## config.mk

```make
export PLATFORM = sky130hd
export DESIGN_NAME = ifstage
export DESIGN_NICKNAME = d
export VERILOG_FILES = /design/src/rtl/ifstage_pkg.sv /design/src/rtl/ifstage_instr_queue.sv /design/src/rtl/ifstage.sv
export SDC_FILE = /design/constraint.sdc
export NUM_CORES = 1
export LEC_CHECK = 0
export ABC_AREA = 1
export BUFFER_PORTS_ARGS = -buffer_cell sky130_fd_sc_hd__buf_4
export CELL_PAD_IN_SITES_DETAIL_PLACEMENT = 1
export CELL_PAD_IN_SITES_GLOBAL_PLACEMENT = 1
export CORE_MARGIN = 2
export CORE_UTILIZATION = 35
export CTS_BUF_LIST = sky130_fd_sc_hd__clkbuf_8
export DETAILED_ROUTE_END_ITERATION = 16
export PLACE_DENSITY = 0.74
export SYNTH_ARGS = -nofsm -noshare
export SYNTH_HDL_FRONTEND = slang
export SYNTH_SLANG_ARGS = --single-unit
```

## constraint.sdc

```tcl
create_clock -name Clk -period 3 [get_ports Clk]
set_input_delay 0.3 -clock Clk [delete_from_list [all_inputs] [get_ports Clk]]
set_output_delay 0.3 -clock Clk [all_outputs]
set_load 0.02 [all_outputs]
```

## src/rtl/ifstage_pkg.sv

```systemverilog
// Shared types and constants for the instruction fetch stage.
package ifstage_pkg;

  typedef enum logic [1:0] {
    IDLE,
    FETCH,
    WAIT_ROOM,
    DROP
  } if_state_e;

  localparam int unsigned INSTR_BYTES = 4;
  localparam int unsigned IQ_DEPTH    = 2;
  localparam int unsigned IQ_CNT_W    = $clog2(IQ_DEPTH + 1);

  localparam logic [31:0] PC_ALIGN_MASK = ~32'(INSTR_BYTES - 1);

  typedef struct packed {
    logic [31:0] pc;
    logic [31:0] instr;
  } iq_entry_t;

  // Branch target relative to the instruction following the branch.
  function automatic logic [31:0] branch_target(input logic [31:0] pc,
                                                input logic [31:0] immed);
    return (pc + 32'(INSTR_BYTES) + (immed << 2)) & PC_ALIGN_MASK;
  endfunction

endpackage

```

## src/rtl/ifstage_instr_queue.sv

```systemverilog
// Small FIFO of fetched {pc, instr} pairs; entry 0 is always the head.
module instr_queue
  import ifstage_pkg::*;
(
  input  logic                Clk,
  input  logic                Reset_n,
  input  logic                push_i,
  input  logic [31:0]         push_pc_i,
  input  logic [31:0]         push_instr_i,
  input  logic                pop_i,
  input  logic                clear_i,
  output logic [IQ_CNT_W-1:0] count_o,
  output logic [31:0]         head_pc_o,
  output logic [31:0]         head_instr_o
);

  iq_entry_t           ent_q [IQ_DEPTH];
  iq_entry_t           ent_d [IQ_DEPTH];
  logic [IQ_CNT_W-1:0] cnt_q, cnt_d;
  logic [IQ_CNT_W-1:0] slot;
  logic                do_pop, do_push;

  always_comb begin
    do_pop  = pop_i && (cnt_q != '0);
    do_push = push_i && ((cnt_q != IQ_CNT_W'(IQ_DEPTH)) || do_pop);
    slot    = cnt_q - IQ_CNT_W'(do_pop);
    ent_d   = ent_q;
    cnt_d   = cnt_q;
    if (clear_i) begin
      cnt_d = '0;
    end else begin
      // Shift toward the head on pop, then write the push into the first free slot.
      if (do_pop) begin
        for (int unsigned i = 0; i + 1 < IQ_DEPTH; i++) begin
          ent_d[i] = ent_q[i+1];
        end
      end
      if (do_push) begin
        for (int unsigned i = 0; i < IQ_DEPTH; i++) begin
          if (IQ_CNT_W'(i) == slot) begin
            ent_d[i] = '{pc: push_pc_i, instr: push_instr_i};
          end
        end
      end
      cnt_d = cnt_q + IQ_CNT_W'(do_push) - IQ_CNT_W'(do_pop);
    end
  end

  always_ff @(posedge Clk or negedge Reset_n) begin
    if (!Reset_n) begin
      cnt_q <= '0;
      for (int unsigned i = 0; i < IQ_DEPTH; i++) begin
        ent_q[i] <= '0;
      end
    end else begin
      cnt_q <= cnt_d;
      ent_q <= ent_d;
    end
  end

  assign count_o      = cnt_q;
  assign head_pc_o    = ent_q[0].pc;
  assign head_instr_o = ent_q[0].instr;

endmodule

```

## src/rtl/ifstage.sv

```systemverilog
// Instruction fetch stage: fetch PC, memory req/rdy handshake, 2-entry
// instruction queue feeding DECODE, and branch redirect handling.
module ifstage
  import ifstage_pkg::*;
#(
  parameter logic [31:0] RESET_PC = 32'h0000_0000
) (
  input  logic        Clk,
  input  logic        Reset_n,
  input  logic        Redirect,
  input  logic [31:0] Immed,
  input  logic        Instr_ready,
  output logic [31:0] Instr,
  output logic [31:0] Instr_PC,
  output logic        Instr_valid,
  output logic        Mem_req,
  output logic [31:0] Mem_addr,
  input  logic        Mem_rdy,
  input  logic [31:0] Mem_rdata
);

  if_state_e           state_q, state_d;
  logic [31:0]         fetch_pc_q, fetch_pc_d;
  logic [31:0]         drop_addr_q, drop_addr_d;
  logic [IQ_CNT_W-1:0] iq_count, count_after;
  logic [31:0]         target;
  logic                redir, push, pop;

  assign Instr_valid = (iq_count != '0);
  assign redir       = Redirect && Instr_valid;
  assign pop         = Instr_valid && Instr_ready;
  assign push        = (state_q == FETCH) && Mem_rdy && !redir;
  assign count_after = iq_count + IQ_CNT_W'(push) - IQ_CNT_W'(pop);
  assign target      = branch_target(Instr_PC, Immed);

  instr_queue u_queue (
    .Clk          (Clk),
    .Reset_n      (Reset_n),
    .push_i       (push),
    .push_pc_i    (fetch_pc_q),
    .push_instr_i (Mem_rdata),
    .pop_i        (pop),
    .clear_i      (redir),
    .count_o      (iq_count),
    .head_pc_o    (Instr_PC),
    .head_instr_o (Instr)
  );

  always_ff @(posedge Clk or negedge Reset_n) begin
    if (!Reset_n) begin
      state_q <= IDLE;
    end else begin
      state_q <= state_d;
    end
  end

  always_comb begin
    state_d = state_q;
    unique case (state_q)
      IDLE: state_d = FETCH;
      FETCH: begin
        if (redir) begin
          state_d = Mem_rdy ? FETCH : DROP;
        end else if (Mem_rdy && (count_after == IQ_CNT_W'(IQ_DEPTH))) begin
          state_d = WAIT_ROOM;
        end
      end
      WAIT_ROOM: if (redir || pop) state_d = FETCH;
      DROP:      if (Mem_rdy) state_d = FETCH;
      default:   state_d = IDLE;
    endcase
  end

  always_comb begin
    Mem_req  = 1'b0;
    Mem_addr = fetch_pc_q;
    unique case (state_q)
      FETCH: Mem_req = 1'b1;
      DROP: begin
        Mem_req  = 1'b1;
        Mem_addr = drop_addr_q;
      end
      default: Mem_req = 1'b0;
    endcase
  end

  // A redirect mid-wait keeps the stale address on the bus until memory completes it.
  always_comb begin
    fetch_pc_d  = fetch_pc_q;
    drop_addr_d = drop_addr_q;
    if (redir) begin
      fetch_pc_d = target;
      if ((state_q == FETCH) && !Mem_rdy) begin
        drop_addr_d = fetch_pc_q;
      end
    end else if ((state_q == FETCH) && Mem_rdy) begin
      fetch_pc_d = fetch_pc_q + 32'(INSTR_BYTES);
    end
  end

  always_ff @(posedge Clk or negedge Reset_n) begin
    if (!Reset_n) begin
      fetch_pc_q  <= RESET_PC & PC_ALIGN_MASK;
      drop_addr_q <= '0;
    end else begin
      fetch_pc_q  <= fetch_pc_d;
      drop_addr_q <= drop_addr_d;
    end
  end

endmodule

```

==> flow_summary.toml, run 1 <==
[placed_design]
gp_congestion = 0.878
dp.cells = 2144
post_dp_cell_area_mm2 = 0.0133
portBuffers = 162
hpwl_um = 28000

[finish]
stdcell_area_mm2 = 0.0137
multi_input_area_mm2 = 0.00563
area_delta_synth_final_pct = 13.0
finalNonFillerCells = 2177
nFillCells = 4336
drive_gt1_frac = 0.130
seqCellArea_mm2 = 0.00475
antenna_cells = 0
num-nets-final = 1840

[setup_path]
rr_endpoint = "fetch_pc_q[21]"
worst-r2r-cell-count = 14
crit_type = "register to register"
critPathCaptureType = "register"
startpoint = "u_queue.head_pc_o[3]"
path_max_fanout = 5
rrSetupSlack_ns = 0.31
startpoint_type = "register"
cp.arrival_ns = 3.13
critical_path.endpoint = "fetch_pc_q[21]"
rr_startpoint = "u_queue.head_pc_o[3]"
worstPathRequired_ns = 3.44

[timing]
fmax_ghz = 0.372
final.setup.tns_ns = 0
relSlewSlack = 0.265
fin_crit_sh = 0.896
hold_viol = 0
setup_viol = 0
holdWs_ns = 0.0586
tightestPinTransition_ns = 1.10
rsz0062_at_grt = "no"
finalMaxSlewViolations = 0
finalCriticalPeriod_ns = 2.69
clock_skew_ns = 0.0179

[grt]
grt-busiest-layer = "met2"
grtUsageTotal = 0.215
grt_first_pass_wirelength_um = 61300
antenna_found_initial = 0
grt_max_degree = 95
use_met1 = 0.293
grt_overflow = 0
grt_pass1_vias = 11400
grt_use_met3 = 0.0262
use_met2 = 0.367

[floorplan]
die_w_um = 190
die_area_mm2 = 0.0361
floorplan.rows = 68
die_h_um = 190
pin_count = 167
core_area_mm2 = 0.0343
initial_utilization = 0.353

[clocking]
clockRootBuffer = "clkbuf_8"
cts_buffers = 17
cts.clk_slew.worst_paths_ns = 0.12
postCtsSetupRepairBufs = 0
worstSkewPairLatency_ns = 0.51
htree_levels = 4
cts.sinks = 190
clockBufferDepth = 2
cts_resized = 0
hold_buffers = 1
cts_tree = "yes"

[power]
p_leak_uw = 0.00692
power.total_uw = 16300
peakVddDrop_mv = 0.475
power.density_mw_per_mm2 = 1190

[status]
run_status = "complete, no violations"

[logic_synthesis]
synth-seq-cells = 190
ys_async_sr_fraction = 1.00
postSynthCellCount = 1643
synth_flop_cell = "dfrtp_1"
synth.area.top_cells = "dfrtp_1 (39%), nand2_1 (12%), o21ai_0 (8.8%)"
synth_top_area_share = 0.393
yosys.area.top_type = "dfrtp_1"
ys_warn_count = 0
synth_cell_types = 41
ys_top_cells_by_count = "nand2_1 (389), inv_1 (236), o21ai_0 (213)"
post_synth.cell_area_avg_um2 = 7.37
yosysMostFrequentCell = "nand2_1"
synth_edf_count = 0
syn-cell-area_mm2 = 0.0121
yosysSeqAreaShare = 0.393

[route]
firstDrtPassIters = 5
drc_errors = 0
vias = 11000
wl_per_cell_um = 17.5
drt_iter0_drc = 515
finalWirelength_um = 38100
via_per_inst = 5.07
antenna_left = 0

[worst_hold_path]
min-delay-start = "Mem_rdata[6]"
hold_path_class = "input port to register"

[flow_run]
cap_violations = 0
cell usage in the layout, fill, tap and decap left out, types with 4 or more instances in the layout:
cell,synthesis,layout
a211oi_1,5,5
a21oi_1,43,43
buf_12,0,5
buf_4,72,172
clkbuf_8,0,18
clkinv_8,0,4
dfrtp_1,190,190
ha_1,61,61
inv_1,236,236
inv_6,0,4
nand2_1,389,386
nand2_4,2,4
nand3_1,73,73
nand4_1,14,14
nor2_1,89,89
nor3_1,26,26
o211ai_1,67,67
o21ai_0,213,213
o21ai_1,62,62
o21bai_1,4,4
xnor2_1,4,4
final cells by class:
class | instances | share of cell area
multi-input combinational | 1081 | 0.412
tap | 455 | 0.0416
timing repair buffer | 179 | 0.103
clock buffer | 17 | 0.0171
clock inverter | 15 | 0.0124
sequential | 190 | 0.348
inverter | 240 | 0.0659
state kept, by name (all words and copies together), names as in the netlist:
signal and cells:
drop_addr_q 30, fetch_pc_q 30, state_q 2, u_queue.count_o 2, u_queue.ent_q 62, u_queue.head_instr_o 32
u_queue.head_pc_o 32
stage by stage:
step	setup WS (ns)	utilization
finish	0.313	0.399
global route	0.0971	0.399
CTS	0.326	0.399
detailed placement	0.355	0.387
global placement	0.412	0.387
floorplan	0.593	-
layer usage:
metal	vias up	share of wire
met1	5418	0.48
li1	5438	-
met4	0	0.014
met2	164	0.48
met3	28	0.032
met5	-	0
worst max-delay path, cell delays in order, from the launching register on:
cell and delay (ns):
dfrtp_1 0.42, ha_1 0.29, ha_1 0.28, fa_1 0.43
nand2_1 0.11, nand3_1 0.10, nand3_1 0.09, nand2_1 0.14
nand2_1 0.10, nand2_1 0.14, nand2_1 0.12, nand2_1 0.07
nand2_1 0.08, nand3_1 0.09, a21oi_1 0.15
how the worst min path moves through the flow:
stage | end | slack [ns] | cells after the start
4_1_cts | u_queue.ent_q[25] | 0.03 | 3
5_1_grt | u_queue.ent_q[25] | 0.04 | 3
2_1_floorplan | drop_addr_q[10] | 0.004 | 0
3_3_place_gp | u_queue.head_instr_o[6] | 0.36 | 1
3_5_place_dp | u_queue.head_instr_o[6] | 0.36 | 1
6_report | u_queue.ent_q[6] | 0.06 | 3
kinds of logic after synthesis:
logic type      count (synthesis)  share of synthesized area
buf+inv                       373                      0.143
other cells                     1                   0.000310
flops                         190                      0.393
fa+ha+maj                      62                     0.0647
simple gates                  603                      0.205
xor+xnor                        7                    0.00507
compound gates                407                      0.188
report_power, final:
group          total, uW  switching, uW  leakage [uW]  internal [uW]
Clock               1790           1150      0.000204            634
Sequential          4720            904       0.00227           3820
Combinational       9790           6420       0.00445           3380
Power figures use the tool's default switching activity.
==> run 2: changes to the inputs <==
--- a/config.mk
+++ b/config.mk
@@ -16,4 +16,5 @@
 export PLACE_DENSITY = 0.74
 export SYNTH_ARGS = -nofsm -noshare
 export SYNTH_HDL_FRONTEND = slang
+export SYNTH_HIERARCHICAL = 1
 export SYNTH_SLANG_ARGS = --single-unit
==> flow_summary.toml, run 2 <==
[status]
run_status = "complete, no violations"

[route]
drt_iter0_drc = 621
wl_per_cell_um = 17.0
drc_errors = 0
via_per_inst = 5.02
firstDrtPassIters = 7
finalWirelength_um = 45100
antenna_left = 0
vias = 13300

[power]
power.total_uw = 17400
p_leak_uw = 0.00855
clkPwrFrac = 0.107
p_sw_uw = 9210
pwr-share-comb = 0.607
peakVddDrop_mv = 0.730
power.density_mw_per_mm2 = 1130
swShare = 0.529
power_frac_seq = 0.286
internal_power_uw = 8200

[floorplan]
floorplan.rows = 72
core_area_mm2 = 0.0386
die_h_um = 202
die_area_mm2 = 0.0408
die_w_um = 202
initial_utilization = 0.355
pin_count = 167

[grt]
grt_pass1_vias = 14300
antenna_found_initial = 0
grt_overflow = 0
grt_first_pass_wirelength_um = 73900
grtUsageTotal = 0.227
grt_max_degree = 129

[placed_design]
hpwl_um = 32900
portBuffers = 162
gp_congestion = 0.867

[logic_synthesis]
ys_warn_count = 6
synth_cell_types = 47
postSynthCellCount = 2060
yosys.area.top_type = "dfrtp_1"
yosysSeqAreaShare = 0.351
synth_flop_cell = "dfrtp_1"
synth_top_area_share = 0.351
ys_top_cells_by_count = "nand2_1 (719), inv_1 (277), nand3_1 (263)"
yosysMostFrequentCell = "nand2_1"
synth_edf_count = 0
syn-cell-area_mm2 = 0.0137
post_synth.cell_area_avg_um2 = 6.65
synth.area.top_cells = "dfrtp_1 (35%), nand2_1 (20%), nand3_1 (9.6%)"
ys_async_sr_fraction = 1.00
synth-seq-cells = 192

[setup_path]
path_cells = "or2_1, nand2_1, inv_2, o21ai_4, inv_1, ha_1, inv_1, nand2_1, nand2_1, nor2_4, nand2_2, buf_4, nand2_1, nand3_1, nand2_1"
crit_path_top_delay_cell = "dfrtp_1"
path_max_fanout = 19
startpoint_type = "register"
cp_common_cell = "nand2_1"
slowest_delay_ns = 0.53
critPathCaptureType = "register"
worstPathRequired_ns = 3.39
crit_type = "register to register"
cp.arrival_ns = 3.12

[clocking]
cts_resized = 0
cts.sinks = 192
htree_levels = 4
worstSkewPairLatency_ns = 0.51
clockBufferDepth = 2
clockRootBuffer = "clkbuf_8"
cts_buffers = 17
cts_tree = "yes"
cts.clk_slew.worst_paths_ns = 0.11

[finish]
largest_reg_flops = 64
area_delta_synth_final_pct = 12.0
antenna_cells = 0
final_common_cell = "nand2_1"
num-nets-final = 2247
final_util = 0.397
regMostFlops = "u_queue/ent_q"
final_cell_mix = "nand2_1 (717), inv_1 (275), nand3_1 (262), dfrtp_1 (192), buf_4 (183)"
drive_gt1_frac = 0.131

[timing]
fin_crit_sh = 0.909
rsz0062_at_grt = "no"
finalMaxSlewViolations = 0
tightestPinTransition_ns = 0.937
fmax_ghz = 0.367
finalCriticalPeriod_ns = 2.73
clock_skew_ns = 0.0222
final.setup.tns_ns = 0
relSlewSlack = 0.375
hold_viol = 0
setup_viol = 0

[worst_hold_path]
hold_path_class = "input port to register"

[flow_run]
cap_violations = 0
[run 2: cell types whose count changed in the layout (fill, tap and decap cells not counted), moves of 8 or more]
| cell | change |
|---|---|
| xor2_1 | +9 |
| nor3_1 | -13 |
| nand3_1 | +189 |
| nand2_2 | +8 |
| o21ai_0 | -135 |
| inv_1 | +39 |
| buf_4 | +11 |
| nand2_1 | +331 |
| o211ai_1 | -66 |
| inv_2 | +16 |
[run 2: logic make-up after synthesis]
group,count (synthesis),synth area share
other,1,0.000274
xor gates and xnor gates,15,0.00958
adders and majority gates,64,0.0590
and+or+nand+nor,1129,0.352
AOI/OAI and AO/OA,208,0.0800
DFF,192,0.351
buffers and inverters,451,0.149
[run 2: routing by layer]
layer | vias to the layer above | routed length [um] | track usage
li1 | 6476 | - | -
met1 | 6499 | 20400 | 0.286
met2 | 225 | 21900 | 0.398
met3 | 71 | 1470 | 0.0313
met4 | 0 | 1250 | 0.0783
met5 | - | 0 | 0
[run 2: layout make-up]
type | instances | area (um^2)
repair buffers | 188 | 1460
clock inverters | 13 | 160
multi-input cells | 1420 | 6920
well taps | 518 | 648
fillers | 5056 | 23300
inverters | 295 | 1110
clock buffers | 18 | 248
flip-flops and latches | 192 | 4800
[run 2: stage by stage]
stage	instance area (um^2)	cells	hold WS, ns	setup slack (ns)
after detailed placement	14900	2612	0.418	0.266
after global routing	15300	2644	0.0204	0.0108
final	15300	2644	0.0568	0.272
after global placement	14900	2612	0.418	0.346
after CTS	15300	2644	0.0177	0.229
after floorplan	13700	2063	0.00441	0.319
[run 2: power by group through the flow]
| stage | Combinational, uW | Clock, uW | Sequential, uW |
|---|---|---|---|
| 4_1_cts | 10700 | 1930 | 4980 |
| 5_1_grt | 11900 | 2030 | 5160 |
| 2_1_floorplan | 7780 | 0 | 4540 |
| 6_report | 10600 | 1860 | 4980 |
| 3_5_place_dp | 10600 | 0 | 5030 |
| 3_3_place_gp | 10200 | 0 | 4960 |
[run 2: timing repair]
item | in CTS | in global routing
setup buffers | 0 | 0
endpoints found under the hold margin | 81 | 0
endpoints found under the setup margin | 0 | 0
hold buffers | 1 | 0
[run 2: critical path: cells and delay by family (launching register included)]
family          cells  cell delay (ns)
simple gates        9             1.24
buf+inv             4             0.56
flops               1             0.53
fa+ha+maj           1             0.19
compound gates      1             0.06
[run 2: worst paths after layout]
path,start,end,slack (ns),cells past startpoint
setup / recovery,u_queue/count_o[1],u_queue/head_pc_o[25],0.27,15
hold / removal,Mem_rdata[27],u_queue/ent_q[27],0.06,3
setup reg to reg,u_queue/count_o[1],u_queue/head_pc_o[25],0.27,15
hold reg to reg,drop_addr_q[30],drop_addr_q[30],0.50,2
max in group asynchronous,Reset_n,fetch_pc_q[14],1.73,3
min in group asynchronous,Reset_n,u_queue/head_instr_o[24],0.39,2
==> run 3: changes to the inputs <==
--- a/config.mk
+++ b/config.mk
@@ -14,6 +14,7 @@
 export CTS_BUF_LIST = sky130_fd_sc_hd__clkbuf_8
 export DETAILED_ROUTE_END_ITERATION = 16
 export PLACE_DENSITY = 0.74
+export REMOVE_ABC_BUFFERS = 1
 export SYNTH_ARGS = -nofsm -noshare
 export SYNTH_HDL_FRONTEND = slang
 export SYNTH_HIERARCHICAL = 1
==> flow_summary.toml, run 3 (synthesized netlist as in run 2, its figures left out) <==
[status]
run_status = "complete, no violations"

[placed_design]
hpwl_um = 32600
gp_congestion = 0.876
dp_slack_ns = 0.283
portBuffers = 162

[timing]
finalMaxSlewViolations = 0
fin_ws_ns = 0.309
fin_crit_sh = 0.897
clock_skew_ns = 0.0196
relSlewSlack = 0.291
fmax_ghz = 0.372
holdWs_ns = 0.0415
finalCriticalPeriod_ns = 2.69
tightestPinTransition_ns = 1.06
setup_viol = 0
rsz0062_at_grt = "no"
hold_viol = 0

[clocking]
cts_tree = "yes"
cts_resized = 0
cts_buffers = 17
cts.clk_slew.worst_paths_ns = 0.12
cts.sinks = 192
clockRootBuffer = "clkbuf_8"
htree_levels = 4
worstSkewPairLatency_ns = 0.52
clockBufferDepth = 2

[finish]
final_cell_mix = "nand2_1 (717), inv_1 (276), nand3_1 (262), dfrtp_1 (192), buf_4 (181)"
regMostFlops = "u_queue/ent_q"
largest_reg_flops = 64
seqCellArea_mm2 = 0.00480
antenna_cells = 0
final_common_cell = "nand2_1"
multi_input_area_mm2 = 0.00692
num-nets-final = 2248
nFillCells = 5015
drive_gt1_frac = 0.132
area_delta_synth_final_pct = 12.6

[setup_path]
path_max_fanout = 65
worst-r2r-cell-count = 12
cp.arrival_ns = 3.14
critPathCaptureType = "register"
worstPathRequired_ns = 3.45
crit_type = "register to register"
rrSetupSlack_ns = 0.31
rr_startpoint = "u_queue/count_o[0]"
startpoint_type = "register"
rr_endpoint = "state_q[1]"

[power]
peakVddDrop_mv = 0.581
power.total_uw = 17700
p_leak_uw = 0.00859
power.density_mw_per_mm2 = 1150

[route]
finalWirelength_um = 46000
antenna_left = 0
drt_iter0_drc = 695
wl_per_cell_um = 17.4
drc_errors = 0
via_per_inst = 5.03
firstDrtPassIters = 6
vias = 13300

[grt]
grt_max_degree = 73
antenna_found_initial = 0
grt_pass1_vias = 13900
grt_first_pass_wirelength_um = 74700
grt_overflow = 0
grtUsageTotal = 0.231

[floorplan]
die_area_mm2 = 0.0408
core_area_mm2 = 0.0386
initial_utilization = 0.355
pin_count = 167
floorplan.rows = 72
die_w_um = 202
die_h_um = 202

[worst_hold_path]
min_to = "u_queue/ent_q[25]"
hold_depth = 3
hold_path_class = "input port to register"
min-delay-start = "Mem_rdata[25]"

[flow_run]
cap_violations = 0
==> run 3: cell type report <==
| cell class | instances | area share |
|---|---|---|
| Tap cell | 518 | 0.0420 |
| Clock inverter | 14 | 0.0131 |
| Timing Repair Buffer | 189 | 0.0974 |
| Inverter | 295 | 0.0720 |
| Sequential cell | 192 | 0.311 |
| Multi-Input combinational cell | 1420 | 0.448 |
| Clock buffer | 18 | 0.0161 |
==> run 3: worst max-delay path by stage <==
stage                       end  cells past startpoint               start
6_report             state_q[1]                     12  u_queue/count_o[0]
2_1_floorplan  u_queue/ent_q[0]                      7  u_queue/count_o[1]
3_5_place_dp         state_q[1]                     12  u_queue/count_o[0]
5_1_grt              state_q[1]                     12  u_queue/count_o[0]
3_3_place_gp         state_q[0]                     11  u_queue/count_o[0]
4_1_cts              state_q[1]                     12  u_queue/count_o[0]
==> run 3: repair_timing <==
action	in CTS	in global routing
hold buffers	1	0
buffers inserted	0	0
setup endpoints to repair	0	0
endpoints found under the hold margin	69	0
==> run 3: routing by layer <==
layer | up-vias | track usage | wire, um
met5 | - | 0 | 0
li1 | 6480 | - | -
met2 | 255 | 0.388 | 21400
met3 | 43 | 0.0321 | 1880
met1 | 6519 | 0.314 | 22100
met4 | 0 | 0.0544 | 612
==> run 3: worst max-delay path, cell delays in order, from the launching register on <==
cell,delay [ns]
dfrtp_1,0.49
or2_1,0.21
nand2_1,0.11
inv_2,0.10
buf_4,0.70
ha_1,0.38
inv_1,0.06
ha_1,0.21
nor2_1,0.10
nand2_1,0.06
nand2_1,0.08
o21ai_0,0.09
inv_1,0.06
==> run 3: through the flow <==
stage | setup TNS [ns] | instance area (um^2) | std cells | util
3_3_place_gp | 0 | 15000 | 2613 | 0.387
4_1_cts | 0 | 15400 | 2646 | 0.399
5_1_grt | 0 | 15400 | 2646 | 0.399
2_1_floorplan | -678.27 | 12800 | 1907 | -
3_5_place_dp | 0 | 15000 | 2613 | 0.387
6_report | 0 | 15400 | 2646 | 0.399
==> run 3: where the power goes <==
group	internal [uW]	leakage, uW	total (uW)	switching (uW)
registers	3800	0.00237	4980	1180
clock network	946	0.000225	2020	1070
logic	3590	0.00599	10700	7100
